<file path="src/rtl/led_pattern_sched.sv">
// LED bank sequencer: programmable step divider driving four display modes
// (flow-up, flow-down, blink, off) with auto, key and direct-load mode changes.
module led_pattern_sched #(
  parameter int CNT_MAX        = 24_999_999,
  parameter int STEPS_PER_MODE = 8,
  parameter bit AUTO_EN        = 1'b1
) (
  input  logic       sys_clk,
  input  logic       sys_rst_n,
  input  logic       pause,
  input  logic       key_next,
  input  logic       mode_load,
  input  logic [1:0] mode_sel,
  output logic [1:0] led,
  output logic [1:0] mode,
  output logic       step_tick
);

  localparam int CW = (CNT_MAX < 1) ? 1 : $clog2(CNT_MAX + 1);
  localparam int SW = (STEPS_PER_MODE < 1) ? 1 : $clog2(STEPS_PER_MODE + 1);
  localparam logic [CW-1:0] CNT_TOP  = CW'(CNT_MAX);
  localparam logic [SW-1:0] STEP_TOP = SW'(STEPS_PER_MODE - 1);

  typedef enum logic [1:0] {
    FLOW_UP   = 2'd0,
    FLOW_DOWN = 2'd1,
    BLINK     = 2'd2,
    OFF       = 2'd3
  } mode_e;

  mode_e         mode_q, mode_d;
  logic [1:0]    led_q, led_d;
  logic [CW-1:0] cnt_q, cnt_d;
  logic [SW-1:0] step_cnt_q, step_cnt_d;
  logic          step_tick_q, step_tick_d;
  logic          key_q, key_d;

  logic  key_rise, step, change;
  mode_e target;

  function automatic logic [1:0] entry_pat(input mode_e m);
    case (m)
      FLOW_UP:   entry_pat = 2'b01;
      FLOW_DOWN: entry_pat = 2'b10;
      BLINK:     entry_pat = 2'b11;
      default:   entry_pat = 2'b00;
    endcase
  endfunction

  // With two LEDs a left and a right rotate are both a swap.
  function automatic logic [1:0] next_pat(input mode_e m, input logic [1:0] cur);
    case (m)
      FLOW_UP, FLOW_DOWN: next_pat = {cur[0], cur[1]};
      BLINK:              next_pat = (cur == 2'b11) ? 2'b00 : 2'b11;
      default:            next_pat = 2'b00;
    endcase
  endfunction

  always_comb begin
    mode_d      = mode_q;
    led_d       = led_q;
    cnt_d       = cnt_q;
    step_cnt_d  = step_cnt_q;
    step_tick_d = 1'b0;
    key_d       = key_next;
    change      = 1'b0;
    target      = mode_q;
    key_rise    = key_next & ~key_q;
    step        = ~pause && (cnt_q == CNT_TOP);

    if (mode_load) begin
      change = 1'b1;
      target = mode_e'(mode_sel);
    end else if (key_rise) begin
      change = 1'b1;
      target = mode_e'(2'(mode_q + 2'd1));
    end else if (step) begin
      step_tick_d = 1'b1;
      cnt_d       = '0;
      if (step_cnt_q == STEP_TOP) begin
        step_cnt_d = '0;
        if (AUTO_EN) begin
          change = 1'b1;
          target = mode_e'(2'(mode_q + 2'd1));
        end
      end else begin
        step_cnt_d = SW'(step_cnt_q + 1'b1);
      end
      if (!change) led_d = next_pat(mode_q, led_q);
    end else if (!pause) begin
      cnt_d = CW'(cnt_q + 1'b1);
    end

    // Any mode change restarts the pattern and both counters; an
    // auto-advance keeps the step_tick it already earned.
    if (change) begin
      mode_d     = target;
      led_d      = entry_pat(target);
      cnt_d      = '0;
      step_cnt_d = '0;
    end
  end

  always_ff @(posedge sys_clk) begin
    if (!sys_rst_n) begin
      mode_q      <= FLOW_UP;
      led_q       <= 2'b01;
      cnt_q       <= '0;
      step_cnt_q  <= '0;
      step_tick_q <= 1'b0;
      key_q       <= 1'b0;
    end else begin
      mode_q      <= mode_d;
      led_q       <= led_d;
      cnt_q       <= cnt_d;
      step_cnt_q  <= step_cnt_d;
      step_tick_q <= step_tick_d;
      key_q       <= key_d;
    end
  end

  assign led       = led_q;
  assign mode      = mode_q;
  assign step_tick = step_tick_q;

endmodule
</file>
<file path="config.mk">
export PLATFORM = sky130hd
export DESIGN_NAME = led_pattern_sched
export DESIGN_NICKNAME = d
export VERILOG_FILES = /design/src/rtl/led_pattern_sched.sv
export SDC_FILE = /design/constraint.sdc
export NUM_CORES = 1
export LEC_CHECK = 0
export ABC_AREA = 0
export ABC_CLOCK_PERIOD_IN_PS = 2700
export CAP_MARGIN = 20
export CORE_ASPECT_RATIO = 0.6
export CORE_UTILIZATION = 58
export DETAILED_ROUTE_END_ITERATION = 8
export GPL_TIMING_DRIVEN = 0
export PLACE_DENSITY = 0.78
export SLEW_MARGIN = 40
export SYNTH_ARGS = -nofsm -noshare
export SYNTH_HDL_FRONTEND = slang
export SYNTH_SLANG_ARGS = --single-unit
</file>
<file path="constraint.sdc">
create_clock -name sys_clk -period 2.7 [get_ports sys_clk]
set_clock_uncertainty 0.05 [all_clocks]
set_input_delay 0.405 -clock sys_clk [delete_from_list [all_inputs] [get_ports sys_clk]]
set_output_delay 0.405 -clock sys_clk [all_outputs]
set_load 0.005 [all_outputs]
</file>
==> impl_metrics.tcl <==
set metrics [dict create \
    run_status "finished, final reports clean" \
    timing.max_slew.rel_slack_pct 57.1 \
    synth_top_family_by_area "simple AND/OR/NAND/NOR gates" \
    drt_first_iter_violations 229 \
    cts_buffer_depth 2 \
    ff2ff_path_depth 5 \
    startpoint "key_next" \
    htreeDepth 2 \
    cts_root_buf "clkbuf_8" \
    synth_top_area_share_pct 38.8 \
    cell_leakage_power_nw 0.698 \
    buffer_ports.inserted 10 \
    netlist_top_cells_area "dfxtp_1 39%, xor2_1 11%, nor2_1 7.1%" \
    setup.worst_path.end "step_cnt_q[3]" \
    period_minus_slack_ps 2220 \
    gp_congestion 0.769 \
    fmax_mhz 450 \
    globalRouteTotalUtil_pct 25.8 \
    detailroute.via_count 1594 \
    synth_nets 219 \
    sequential_cell_area_um2 701 \
    ff2ff_setup_slack_ps 540 \
    power_density_nw_per_um2 524 \
    hold_buffers 0 \
    max_cap_violations 0 \
    floorplan.die.width_um 74.0 \
    rsz0062_at_grt "no" \
    clkTransAtPathRegs_ps 70 \
    synth_mux_area_share_pct 0.555 \
    avgViaCountPerCell 5.99 \
    final_common_cell "dfxtp_1" \
    worstPathCellList "clkdlybuf4s50_1 > nor2b_1 > buf_6 > nor3_1 > nand4_1 > or3_1 > a21oi_1" \
    share_of_final_layout_standard_cells_stronger_than_drive_strength_1_pct 9.38 \
    dr_wl_met2_um 1680 \
    metal1_wirelength_um 1880 \
    via_count_of_the_first_global_routing_pass 1368 \
    worst-setup-path-type "input pin to flip-flop" \
    post_detailed_route_count_of_antenna_violating_nets 0 \
    insertion_delay_ps 280 \
    finish.net_count 236 \
    top_level_ports 12 \
    critical_path.slowest_cell "or3_1" \
    post-route-drc-count 0 \
    yosys_register_bits 35 \
    synth_compound_area_share_pct 8.11 \
    area.growth.synth_to_final_pct 16.3 \
    timing_worst_slew_pin_value_ps 638 \
    final.fill_count 222 \
    min-delay-path-class "input pin to flip-flop" \
    cts_tree "yes" \
    grt_max_degree 12 \
    highest-signal-layer "met4" \
    final.period_utilization_pct 82.4 \
    grt_overflow 0 \
    layout.cells.most_common_list "35 x dfxtp_1, 34 x nor2_1, 22 x xor2_1" \
    drt_wl_total_um 3960 \
    timing.critical_path.to_type "flip-flop" \
    yosysWarningCount 0 \
    arithmetic_cell_share_of_the_synthesized_area_counting_full_adders_half_adders_and_majority_gates_pct 4.16 \
    die-area_um2 3350 \
    place_hpwl_um 2860 \
    cts.repair_timing.setup_buffer_count 0 \
    grt_first_pass_wirelength_um 6360 \
    met3_wirelength_um 298 \
    std_cell_rows 15 \
    slowest_delay_ps 430 \
    yosys.area_share.xor_xnor_pct 12.6 \
    netlist_instances 206 \
    syn-mean-instance-area_um2 8.76 \
    multi_input_area_um2 1060 \
    first_drt_pass_iteration_count 5 \
    floorplan.die.height_um 45.2 \
    critical_path_arrival_ps 2390 \
    numClockSinks 35 \
    antenna_found_initial 0 \
    fin_setup_tns_ps 0 \
    synthesized_cell_area_um2 1800 \
    vdd.ir_drop.worst_mv 0.394 \
    post_cts_resize_count 0 \
    detail_route.wl_per_cell_um 14.9 \
    timing.rr.end "step_cnt_q[3]" \
    endpoint_required_time_on_the_critical_path_ps 2870 \
    area_post_placement_um2 1970 \
    report.final.setup_viol 0 \
    hold_viol 0 \
    cts_made_buffers 5 \
    placeable_area_um2 2910 \
    start_util_pct 62.0 \
    critical_path.startpoint_type "input pin" \
    layout.cell_area.non_filler_um2 2100 \
    synth_largest_area_cell "dfxtp_1" \
    critical_path_peak_fanout 9 \
    crit-reg2reg-launch "cnt_q[18]" \
    distinct_cell_type_count_of_the_synthesized_netlist 43 \
    antenna_cells 0 \
    final_max_slew_viol_count 0 \
    ys_seq_area_share_pct 38.8 \
    synth_simple_gate_area_share_pct 32.2 \
]
==> cell usage after synthesis <==
master,count
nor3b_1,1
and4_1,2
nand3b_1,1
o31a_1,1
nor4_1,1
o32a_1,1
nor2b_1,1
and4b_1,1
and2_1,1
nor4bb_1,1
inv_1,5
buf_2,2
xnor2_1,4
and4_2,1
o41ai_1,1
or4bb_1,1
o211ai_1,2
clkbuf_1,1
a211oi_1,2
nand3_1,15
mux2i_1,1
a21oi_1,6
nor2_1,34
a32o_1,1
and3_1,2
nand2_2,1
dfxtp_1,35
o21a_1,1
nand2_1,13
clkbuf_4,1
xor2_1,22
or4_4,1
ha_1,6
nor4_2,2
a31oi_1,1
nor4_4,1
nand4b_1,4
nand3b_2,1
buf_6,2
nand4_1,13
or3_1,3
nor3_1,3
o21ai_0,7
==> state kept, by name, indices dropped and copies added (netlist names) <==
name        cells
step_cnt_q      4
mode            2
key_q           1
cnt_q          25
led             2
step_tick       1
==> area by class of cell <==
class	instances	share of cell area, %
buffer	6	2.09
clock buffer	6	3.94
clock inverter	2	1.67
inverter	5	0.894
multi-input combinational	160	50.7
sequential	35	33.4
tap	42	2.50
timing repair buffer	10	4.77
==> report_power, final <==
| part | switching, mW | total [mW] | leakage, nW | internal (mW) |
|---|---|---|---|---|
| clock | 0.185 | 0.484 | 0.0612 | 0.299 |
| combinational | 0.0439 | 0.0859 | 0.354 | 0.0420 |
| sequential | 0.00785 | 0.530 | 0.283 | 0.523 |
==> through the flow <==
stage	setup slack (ps)	utilization (%)	total power, mW	std cells	hold slack, ps
floorplan	669	-	0.592	206	399
global placement	27.8	67.3	0.622	258	409
detailed placement	98.3	67.8	0.625	258	424
CTS	405	71.8	1.10	266	319
global route	312	72.1	1.14	266	316
finish	476	72.1	1.10	266	320
==> layer usage <==
metal	GRT usage, %	up-vias
li1	-	768
met4	12.3	0
met2	33.3	72
met3	8.04	16
met1	38.2	738
met5	0	-
==> critical path: cells and delay by family <==
| kind | cells | cell delay, ps |
|---|---|---|
| compound gates | 1 | 130 |
| buf+inv | 2 | 560 |
| simple gates | 4 | 1280 |
==> logic make-up (layout without fill, tap and decap cells) <==
| logic type | Yosys count | count (layout) |
|---|---|---|
| multiplexers | 1 | 1 |
| buffers and inverters | 11 | 29 |
| XOR/XNOR | 26 | 26 |
| AND/OR/NAND/NOR | 104 | 104 |
| flip-flops | 35 | 35 |
| AO/OA/AOI/OAI | 23 | 23 |
| adder cells (fa/ha/maj) | 6 | 6 |
==> worst min path at each step <==
stage                    from         to  cells after the start  slack, ps
floorplan            cnt_q[1]   cnt_q[1]                      2        400
global placement     cnt_q[1]   cnt_q[1]                      2        410
detailed placement   cnt_q[1]   cnt_q[1]                      2        420
CTS                 sys_rst_n  step_tick                      3        320
global route        sys_rst_n    mode[1]                      2        320
finish              sys_rst_n    mode[1]                      2        320
(Power assumes the default switching activity.)
